**src/rtl/i2c_uart_pkg.sv**
```systemverilog
// Shared types and constants for the I2C status UART reporter.
// Holds ASCII codes used in the report, the reporter FSM state enum
// and the UART transmitter bit-state enum.
package i2c_uart_pkg;

    localparam logic [7:0] CHAR_0  = 8'h30;
    localparam logic [7:0] CHAR_1  = 8'h31;
    localparam logic [7:0] CHAR_CR = 8'h0D;
    localparam logic [7:0] CHAR_LF = 8'h0A;
    localparam logic [7:0] CHAR_P  = 8'h50;
    localparam logic [7:0] CHAR_F  = 8'h46;

    typedef enum logic [2:0] {
        IDLE   = 3'd0,
        LOAD   = 3'd1,
        SEND   = 3'd2,
        NEXT   = 3'd3,
        FINISH = 3'd4
    } rep_state_t;

    typedef enum logic [1:0] {
        U_IDLE  = 2'd0,
        U_START = 2'd1,
        U_DATA  = 2'd2,
        U_STOP  = 2'd3
    } uart_state_t;

endpackage

```
**src/rtl/uart_tx.sv**
```systemverilog
// UART 8N1 transmitter with valid/ready input handshake.
// Ports:
//   clk_i, rst_n_i : clock, async active-low reset
//   data_i[8]      : character to send, taken on valid_i & ready_o
//   valid_i        : character available
//   ready_o        : high in idle and in the last cycle of a stop bit
//   tx_o           : serial line, idle high
module uart_tx
    import i2c_uart_pkg::*;
#(
    parameter int unsigned CLKS_PER_BIT = 434
) (
    input  logic       clk_i,
    input  logic       rst_n_i,
    input  logic [7:0] data_i,
    input  logic       valid_i,
    output logic       ready_o,
    output logic       tx_o
);

    localparam int unsigned BW = (CLKS_PER_BIT > 2) ? $clog2(CLKS_PER_BIT) : 1;

    uart_state_t   state_q, state_d;
    logic [BW-1:0] baud_q, baud_d;
    logic [2:0]    bit_q, bit_d;
    logic [7:0]    shift_q, shift_d;
    logic          tx_q, tx_d;

    logic baud_last;
    logic accept;

    // Ready in the final stop-bit cycle lets the next start bit follow with no gap.
    assign baud_last = (baud_q == BW'(CLKS_PER_BIT - 1));
    assign ready_o   = (state_q == U_IDLE) || ((state_q == U_STOP) && baud_last);
    assign accept    = valid_i && ready_o;
    assign tx_o      = tx_q;

    // Bit sequencing: start, 8 data LSB first, stop.
    always_comb begin
        state_d = state_q;
        baud_d  = baud_q;
        bit_d   = bit_q;
        shift_d = shift_q;
        tx_d    = tx_q;
        case (state_q)
            U_IDLE: begin
                if (accept) begin
                    state_d = U_START;
                    baud_d  = '0;
                    shift_d = data_i;
                    tx_d    = 1'b0;
                end
            end
            U_START: begin
                if (baud_last) begin
                    state_d = U_DATA;
                    baud_d  = '0;
                    bit_d   = '0;
                    tx_d    = shift_q[0];
                end else begin
                    baud_d = baud_q + BW'(1);
                end
            end
            U_DATA: begin
                if (baud_last) begin
                    baud_d = '0;
                    if (bit_q == 3'd7) begin
                        state_d = U_STOP;
                        tx_d    = 1'b1;
                    end else begin
                        bit_d   = bit_q + 3'd1;
                        shift_d = {1'b0, shift_q[7:1]};
                        tx_d    = shift_q[1];
                    end
                end else begin
                    baud_d = baud_q + BW'(1);
                end
            end
            U_STOP: begin
                if (baud_last) begin
                    baud_d = '0;
                    if (accept) begin
                        state_d = U_START;
                        shift_d = data_i;
                        tx_d    = 1'b0;
                    end else begin
                        state_d = U_IDLE;
                    end
                end else begin
                    baud_d = baud_q + BW'(1);
                end
            end
            default: state_d = U_IDLE;
        endcase
    end

    // State register; reset drives the line high immediately.
    always_ff @(posedge clk_i or negedge rst_n_i) begin
        if (!rst_n_i) begin
            state_q <= U_IDLE;
            baud_q  <= '0;
            bit_q   <= '0;
            shift_q <= '0;
            tx_q    <= 1'b1;
        end else begin
            state_q <= state_d;
            baud_q  <= baud_d;
            bit_q   <= bit_d;
            shift_q <= shift_d;
            tx_q    <= tx_d;
        end
    end

endmodule

```
**src/rtl/i2c_status_uart_reporter.sv**
```systemverilog
// Snapshots the I2C per-transaction ack status on done_i and prints it as
// ASCII lines ("<bits>\r\n" per transaction, then "P\r\n" or "F\r\n") on a
// gapless UART 8N1 stream.
// Ports:
//   clk_i, rst_n_i  : clock, async active-low reset
//   done_i          : one-cycle pulse, status_i valid this cycle
//   status_i[NTRANS]: NBYTES ack bits per transaction
//   tx_o            : UART serial out
//   busy_o          : report in progress
//   report_done_o   : one-cycle pulse after the last stop bit
//   overrun_o       : sticky, done_i seen while busy
module i2c_status_uart_reporter
    import i2c_uart_pkg::*;
#(
    parameter int unsigned NBYTES       = 2,
    parameter int unsigned NTRANS       = 6,
    parameter int unsigned CLKS_PER_BIT = 434
) (
    input  logic              clk_i,
    input  logic              rst_n_i,
    input  logic              done_i,
    input  logic [NBYTES-1:0] status_i [NTRANS],
    output logic              tx_o,
    output logic              busy_o,
    output logic              report_done_o,
    output logic              overrun_o
);

    localparam int unsigned CW = $clog2(NBYTES + 2);
    localparam int unsigned TW = (NTRANS > 1) ? $clog2(NTRANS) : 1;

    rep_state_t        state_q, state_d;
    logic [TW-1:0]     trans_q, trans_d;
    logic [CW-1:0]     char_q, char_d;
    logic              summ_q, summ_d;
    logic              valid_q, valid_d;
    logic [7:0]        data_q, data_d;
    logic              busy_q, busy_d;
    logic              rdone_q, rdone_d;
    logic              ovr_q, ovr_d;
    logic [NBYTES-1:0] snap_q [NTRANS];
    logic [NBYTES-1:0] snap_d [NTRANS];

    logic              uart_ready;
    logic [NBYTES-1:0] cur_word;
    logic              cur_bit;
    logic              all_ones;
    logic [7:0]        cur_char;

    // Character for the current (trans, char) position of the report.
    always_comb begin
        all_ones = 1'b1;
        cur_word = '0;
        cur_bit  = 1'b0;
        for (int t = 0; t < int'(NTRANS); t++) begin
            if (snap_q[t] != '1) all_ones = 1'b0;
            if (trans_q == TW'(t)) cur_word = snap_q[t];
        end
        // char 0 is the MSB of the status word
        for (int b = 0; b < int'(NBYTES); b++) begin
            if (char_q == CW'(int'(NBYTES) - 1 - b)) cur_bit = cur_word[b];
        end
        if (summ_q) begin
            case (char_q)
                CW'(0):  cur_char = all_ones ? CHAR_P : CHAR_F;
                CW'(1):  cur_char = CHAR_CR;
                default: cur_char = CHAR_LF;
            endcase
        end else if (char_q < CW'(NBYTES)) begin
            cur_char = cur_bit ? CHAR_1 : CHAR_0;
        end else if (char_q == CW'(NBYTES)) begin
            cur_char = CHAR_CR;
        end else begin
            cur_char = CHAR_LF;
        end
    end

    // Sequencer next-state and outputs.
    always_comb begin
        state_d = state_q;
        trans_d = trans_q;
        char_d  = char_q;
        summ_d  = summ_q;
        valid_d = valid_q;
        data_d  = data_q;
        busy_d  = busy_q;
        rdone_d = 1'b0;
        ovr_d   = ovr_q;
        snap_d  = snap_q;
        // The report_done cycle still counts as busy.
        if (done_i && (busy_q || rdone_q)) ovr_d = 1'b1;
        case (state_q)
            IDLE: begin
                if (done_i && !rdone_q) begin
                    snap_d  = status_i;
                    busy_d  = 1'b1;
                    trans_d = '0;
                    char_d  = '0;
                    summ_d  = 1'b0;
                    state_d = LOAD;
                end
            end
            LOAD: begin
                data_d  = cur_char;
                valid_d = 1'b1;
                state_d = SEND;
            end
            SEND: begin
                if (uart_ready) begin
                    valid_d = 1'b0;
                    state_d = NEXT;
                end
            end
            NEXT: begin
                state_d = LOAD;
                if (summ_q) begin
                    if (char_q == CW'(2)) state_d = FINISH;
                    else                  char_d  = char_q + CW'(1);
                end else if (char_q == CW'(NBYTES + 1)) begin
                    char_d = '0;
                    if (trans_q == TW'(NTRANS - 1)) summ_d  = 1'b1;
                    else                            trans_d = trans_q + TW'(1);
                end else begin
                    char_d = char_q + CW'(1);
                end
            end
            FINISH: begin
                // Wait for the last stop bit's final cycle.
                if (uart_ready) begin
                    rdone_d = 1'b1;
                    busy_d  = 1'b0;
                    state_d = IDLE;
                end
            end
            default: state_d = IDLE;
        endcase
    end

    // Sequencer state register.
    always_ff @(posedge clk_i or negedge rst_n_i) begin
        if (!rst_n_i) begin
            state_q <= IDLE;
            trans_q <= '0;
            char_q  <= '0;
            summ_q  <= 1'b0;
            valid_q <= 1'b0;
            data_q  <= '0;
            busy_q  <= 1'b0;
            rdone_q <= 1'b0;
            ovr_q   <= 1'b0;
            for (int t = 0; t < int'(NTRANS); t++) snap_q[t] <= '0;
        end else begin
            state_q <= state_d;
            trans_q <= trans_d;
            char_q  <= char_d;
            summ_q  <= summ_d;
            valid_q <= valid_d;
            data_q  <= data_d;
            busy_q  <= busy_d;
            rdone_q <= rdone_d;
            ovr_q   <= ovr_d;
            snap_q  <= snap_d;
        end
    end

    uart_tx #(
        .CLKS_PER_BIT (CLKS_PER_BIT)
    ) u_uart_tx (
        .clk_i   (clk_i),
        .rst_n_i (rst_n_i),
        .data_i  (data_q),
        .valid_i (valid_q),
        .ready_o (uart_ready),
        .tx_o    (tx_o)
    );

    assign busy_o        = busy_q;
    assign report_done_o = rdone_q;
    assign overrun_o     = ovr_q;

endmodule

```
**config.mk**
```make
export PLATFORM = sky130hd
export DESIGN_NAME = i2c_status_uart_reporter
export DESIGN_NICKNAME = d
export VERILOG_FILES = /design/src/rtl/i2c_uart_pkg.sv /design/src/rtl/uart_tx.sv /design/src/rtl/i2c_status_uart_reporter.sv
export SDC_FILE = /design/constraint.sdc
export NUM_CORES = 1
export LEC_CHECK = 0
export CORE_ASPECT_RATIO = 2
export CORE_UTILIZATION = 54
export CTS_BUF_LIST = sky130_fd_sc_hd__clkbuf_8 sky130_fd_sc_hd__clkbuf_16
export CTS_CLUSTER_SIZE = 25
export DETAILED_ROUTE_END_ITERATION = 6
export GPL_ROUTABILITY_DRIVEN = 1
export PLACE_DENSITY = 0.76
export SLEW_MARGIN = 20
export SYNTH_ARGS = -nofsm -noshare
export SYNTH_HDL_FRONTEND = slang
export SYNTH_SLANG_ARGS = --single-unit
```
**constraint.sdc**
```tcl
create_clock -name clk_i -period 2 [get_ports clk_i]
set_input_delay 0.2 -clock clk_i [delete_from_list [all_inputs] [get_ports clk_i]]
set_output_delay 0.2 -clock clk_i [all_outputs]
set_load 0.05 [all_outputs]
```
==> impl_metrics.env, run 1 <==
export IMPL_drcViolationCount=0
export IMPL_required_ns=2.20
export IMPL_first_global_vias=2464
export IMPL_n_fill_cell=458
export IMPL_ir_drop_mv=0.847
export IMPL_route_met2_wl_um=3680
export IMPL_yosys_area_top_type="dfrtp_1"
export IMPL_syn_nets=326
export IMPL_syn_cell_area_sq_um=3080
export IMPL_start_util_pct=56.3
export IMPL_layout_min_cycle_time_ns=1.93
export IMPL_worstSkewPairLatency_ns=0.31
export IMPL_fmax_mhz=518
export IMPL_p_leak_nw=1.60
export IMPL_overflow=0
export IMPL_core_area_sq_um=5470
export IMPL_layout_drive_gt1_share_pct=22.1
export IMPL_finalClockSkew_ns=0.00610
export IMPL_grt_max_degree=33
export IMPL_rsz0062_at_grt="no"
export IMPL_die_h_um=109
export IMPL_viasPerCell=6.01
export IMPL_m1WireLength_um=2210
export IMPL_yosysUniqueCellTypes=56
export IMPL_gp_congestion=0.869
export IMPL_fin_nets=361
export IMPL_ant_nets=0
export IMPL_synth_edf_count=0
export IMPL_ctsRootBufferMaster="clkbuf_8"
export IMPL_synth_yosys_warnings=0
export IMPL_dp_hpwl_um=4930
export IMPL_diodes=0
export IMPL_grt_pass1_wl_um=10900
export IMPL_setup_viol=0
export IMPL_drv_cap=0
export IMPL_hold_viol=0
export IMPL_slew_headroom_pct=64.1
export IMPL_top_layer_used="met4"
export IMPL_syn_avg_cell_area_sq_um=10.6
export IMPL_power_switching_mw=1.77
export IMPL_ys_top_cells_by_count="53 x dfrtp_1, 23 x nand2_1, 22 x mux2_2"
export IMPL_slew_violations=0
export IMPL_post_cts_buffers=0
export IMPL_cp_start_kind="flop"
export IMPL_hp_class="input port to async pin"
export IMPL_internal_power_mw=2.84
export IMPL_final_period_utilization_pct=96.6
export IMPL_yosys_cell_count_top_type="dfrtp_1"
export IMPL_combPwrFrac_pct=46.8
export IMPL_dieWidth_um=55.4
export IMPL_synth_top_cell_area_share_pct=43.1
export IMPL_vias=2319
export IMPL_placementRows=38
export IMPL_clockBufferDepth=2
export IMPL_synthArstFlopShare_pct=100
export IMPL_wl_met3_um=130
export IMPL_placed_area_sq_um=3450
export IMPL_p_seq_share_pct=40.1
export IMPL_cts_sinks=54
export IMPL_seq_area_frac_synth_pct=43.9
export IMPL_wl_per_cell_um=16.4
export IMPL_numCtsBuffers=5
export IMPL_grt_use_total_pct=23.4
export IMPL_synthFlopType="dfrtp_1"
export IMPL_clk_pin_slew_ns=0.09
export IMPL_io_pins=19
export IMPL_first_iter_violations=100
export IMPL_status="completed"
export IMPL_tightest_slew_ns=0.538
export IMPL_multi_input_area_sq_um=1610
export IMPL_synth_area_top_cells="dfrtp_1 43%, ha_1 8.1%, mux2_2 8.0%"
export IMPL_p_per_area_nw_per_um2=1300
export IMPL_netlist_instances=291
export IMPL_wirelength_um=6330
export IMPL_dr_pass1_iters=4
export IMPL_p_sw_share_pct=38.4
export IMPL_clkPwrFrac_pct=13.0
export IMPL_die_area_sq_um=6030
export IMPL_h_tree_depth=2
export IMPL_cp_arrival_ns=2.13
export IMPL_worst_setup_path_type="flop to flop"
export IMPL_cts_tree="yes"
export IMPL_end_kind="flop"
export IMPL_holdWs_ns=0.389
export IMPL_final_cell_area_sq_um=3550
export IMPL_syn_to_final_growth_pct=15.2
export IMPL_area_sequential_sq_um=1350
export IMPL_antenna_found_initial=0
export IMPL_portBuffers=18
export IMPL_path_max_fanout=7
export IMPL_ys_ff_latch=54
## logic make-up after synthesis
family | after synthesis | share of synthesized area (%)
compound gates | 73 | 16.6
xor+xnor | 2 | 0.569
fa+ha+maj | 20 | 8.12
buf+inv | 29 | 3.98
flops | 54 | 43.9
mux | 32 | 12.4
simple gates | 81 | 14.4
## area by class of cell
| type | count | area share [%] |
|---|---|---|
| clock buffers | 5 | 1.94 |
| clock inverters | 2 | 0.423 |
| inverters | 15 | 1.59 |
| multi-input cells | 208 | 45.4 |
| flip-flops and latches | 54 | 38.1 |
| well taps | 60 | 2.11 |
| repair buffers | 42 | 10.4 |
## flip-flops by register name (all words and copies together) (netlist names)
signal	flops
u_uart_tx.shift_q	7
summ_q	1
char_q	2
u_uart_tx.state_q	2
trans_q	3
report_done_o	1
data_q	7
busy_o	1
overrun_o	1
snap_q	12
u_uart_tx.baud_q	9
state_q	3
u_uart_tx.tx_o	1
u_uart_tx.bit_q	3
valid_q	1
## cells in the final DEF (no fill, tap or decap), types with 5 or more instances in the layout
| master | netlist | final |
|---|---|---|
| nor2_1 | 14 | 14 |
| clkdlybuf4s50_1 | 0 | 17 |
| a21oi_1 | 8 | 8 |
| ha_1 | 20 | 20 |
| a31oi_1 | 5 | 5 |
| a22o_1 | 8 | 8 |
| nand4_1 | 5 | 5 |
| nor2b_1 | 10 | 10 |
| nand2_1 | 23 | 23 |
| clkbuf_8 | 0 | 5 |
| mux2_4 | 7 | 7 |
| mux2_2 | 22 | 22 |
| dfrtp_1 | 53 | 53 |
| inv_1 | 15 | 14 |
| o21ai_0 | 20 | 20 |
| buf_4 | 0 | 22 |
## final timing paths
kind | start | end | slack (ns) | cells past startpoint
worst max register to register | u_uart_tx.baud_q[1] | u_uart_tx.shift_q[5] | 0.07 | 6
max in group asynchronous | rst_n_i | u_uart_tx.tx_o | 0.99 | 3
worst min-delay path | rst_n_i | u_uart_tx.baud_q[5] | 0.39 | 2
worst max-delay path | u_uart_tx.baud_q[1] | u_uart_tx.shift_q[5] | 0.07 | 6
worst min register to register | overrun_o | overrun_o | 0.47 | 1
min in group clk_i | status_i[1] | snap_q[1] | 0.44 | 3
## per-layer routing
layer  GRT usage [%]  vias up
met5               0        -
met4            14.6        0
met3            3.68       19
met2            45.6       43
met1            22.0     1135
li1                -     1122
## critical path, stage by stage (launching register included)
cell	delay (ns)
dfrtp_1	0.42
inv_1	0.09
ha_1	0.16
and4_1	0.22
o211ai_2	0.10
a221o_2	0.49
mux2_4	0.34
## timing repair
item | in CTS | in global routing
pin swaps | 0 | 1
resized for setup | 1 | 1
endpoints found under the hold margin | 22 | 0
setup endpoints to repair | 7 | 8
hold buffers | 1 | 0
## per-stage QoR
step	instances	power, mW	setup WS (ns)	TNS (ns)	utilization, %
6_report	386	4.62	0.0683	0	64.9
5_1_grt	386	4.95	0.0123	0	64.9
4_1_cts	386	4.63	0.0232	0	64.9
3_5_place_dp	378	4.03	-0.00847	-0.00847	63.2
3_3_place_gp	378	3.95	0.0670	0	63.2
2_1_floorplan	291	3.35	0.00716	0	-
## power groups by stage
stage                     sequential (mW)  combinational [mW]  clock (mW)
final                                1.85                2.16       0.600
after global routing                 1.90                2.40       0.650
after global placement               1.85                2.10           0
after floorplan                      1.76                1.59           0
after detailed placement             1.87                2.16           0
after CTS                            1.85                2.17       0.617
(Power assumes the default switching activity.)
==> run 2: changes to the inputs <==
- CTS_CLUSTER_SIZE: 25 -> unset
==> results of run 2 <==
The final DEF is identical to that of run 1; final timing and power are the same.
==> run 3: changes to the inputs <==
- CORE_ASPECT_RATIO: 2 -> 0.9
==> impl_metrics.env, run 3 (synthesis results as in run 1) <==
export IMPL_gp_congestion=0.855
export IMPL_setup_tns_ns=0
export IMPL_top_layer_used="met4"
export IMPL_hold_viol=0
export IMPL_first_iter_violations=118
export IMPL_grt_pass1_wl_um=9970
export IMPL_regMostFlops="snap_q"
export IMPL_finalClockSkew_ns=0.00389
export IMPL_wirelength_um=5940
export IMPL_multi_input_area_sq_um=1610
export IMPL_dp_hpwl_um=4430
export IMPL_required_ns=2.19
export IMPL_diodes=0
export IMPL_clockBufferDepth=2
export IMPL_p_per_area_nw_per_um2=1330
export IMPL_antenna_found_initial=0
export IMPL_hp_class="input port to flop"
export IMPL_post_cts_buffers=0
export IMPL_mostFrequentLayoutCell="dfrtp_1"
export IMPL_dieWidth_um=81.6
export IMPL_route_met2_wl_um=2640
export IMPL_dr_pass1_iters=4
export IMPL_fin_nets=357
export IMPL_cts_tree="yes"
export IMPL_placementRows=25
export IMPL_drv_cap=0
export IMPL_largest_register_ffs=12
export IMPL_worstSkewPairLatency_ns=0.30
export IMPL_wl_met3_um=260
export IMPL_p_total_mw=4.72
export IMPL_slew_headroom_pct=51.6
export IMPL_overflow=0
export IMPL_cp_start_kind="flop"
export IMPL_grt_use_total_pct=21.7
export IMPL_final_cell_area_sq_um=3550
export IMPL_wl_per_cell_um=15.2
export IMPL_layout_common_cells="53 x dfrtp_1, 23 x nand2_1, 22 x mux2_2"
export IMPL_die_area_sq_um=6010
export IMPL_n_fill_cell=424
export IMPL_first_global_vias=2192
export IMPL_cp_arrival_ns=2.15
export IMPL_placed_area_sq_um=3430
export IMPL_syn_to_final_growth_pct=15.3
export IMPL_holdWs_ns=0.452
export IMPL_viasPerCell=5.83
export IMPL_final_period_utilization_pct=98.1
export IMPL_fin_util_pct=66.0
export IMPL_ctsRootBufferMaster="clkbuf_8"
export IMPL_start_util_pct=57.3
export IMPL_worst_setup_path_type="flop to flop"
export IMPL_clk_pin_slew_ns=0.09
export IMPL_ir_drop_mv=0.864
export IMPL_h_tree_depth=2
export IMPL_p_leak_nw=1.61
export IMPL_area_sequential_sq_um=1350
export IMPL_numCtsBuffers=5
export IMPL_top_regs="snap_q (12), u_uart_tx.baud_q (9)"
export IMPL_path_max_fanout=7
export IMPL_die_h_um=73.7
export IMPL_core_area_sq_um=5380
export IMPL_vias=2273
export IMPL_tightest_slew_ns=0.727
export IMPL_portBuffers=18
export IMPL_end_kind="flop"
export IMPL_drcViolationCount=0
export IMPL_status="completed"
export IMPL_m1WireLength_um=3000
export IMPL_cts_sinks=54
export IMPL_ant_nets=0
export IMPL_fmax_mhz=510
export IMPL_layout_min_cycle_time_ns=1.96
export IMPL_io_pins=19
export IMPL_setup_viol=0
export IMPL_grt_max_degree=34
export IMPL_layout_drive_gt1_share_pct=20.4
export IMPL_slew_violations=0
-- run 3: layout make-up --
type,instances,area share (%)
multi-input combinational,208,45.4
sequential,54,38.1
timing repair buffer,38,9.58
tap,67,2.36
clock buffer,5,1.94
inverter,15,1.59
clock inverter,3,1.06
-- run 3: power by group --
part | internal (mW) | switching [mW]
sequential | 1.48 | 0.371
clock | 0.365 | 0.339
combinational | 1.13 | 1.03
-- run 3: metrics by stage --
stage | cells | worst slack, ns
2_1_floorplan | 291 | 0.00716
3_5_place_dp | 381 | 0.0312
4_1_cts | 390 | 0.0153
6_report | 390 | 0.0376
5_1_grt | 390 | -0.0125
3_3_place_gp | 381 | 0.109
-- run 3: final timing paths --
check,start,endpoint,slack [ns],cells past startpoint
min reg2reg,overrun_o,overrun_o,0.48,1
max in group asynchronous,rst_n_i,snap_q[3],0.87,3
max,u_uart_tx.state_q[1],u_uart_tx.shift_q[3],0.04,6
min,status_i[1],snap_q[1],0.45,3
min in group asynchronous,rst_n_i,u_uart_tx.baud_q[7],0.49,2
max reg2reg,u_uart_tx.state_q[1],u_uart_tx.shift_q[3],0.04,6
-- run 3: worst max-delay path, stage by stage, from the launching register on --
cell and delay, ns:
dfrtp_1 0.43, inv_1 0.11, ha_1 0.26, nor3_2 0.16
nand3_1 0.11, a221o_2 0.47, mux2_4 0.33
-- run 3: per-layer routing --
| layer | GRT usage [%] | vias to the layer above |
|---|---|---|
| li1 | - | 1110 |
| met1 | 31.9 | 1101 |
| met2 | 32.4 | 58 |
| met3 | 4.60 | 4 |
| met4 | 5.65 | 0 |
| met5 | 0 | - |
-- run 3: what timing repair did --
item	4_1_cts	5_1_grt
endpoints found under the setup margin	0	7
hold buffers	1	0
endpoints found under the hold margin	30	0
gates resized for setup	0	1
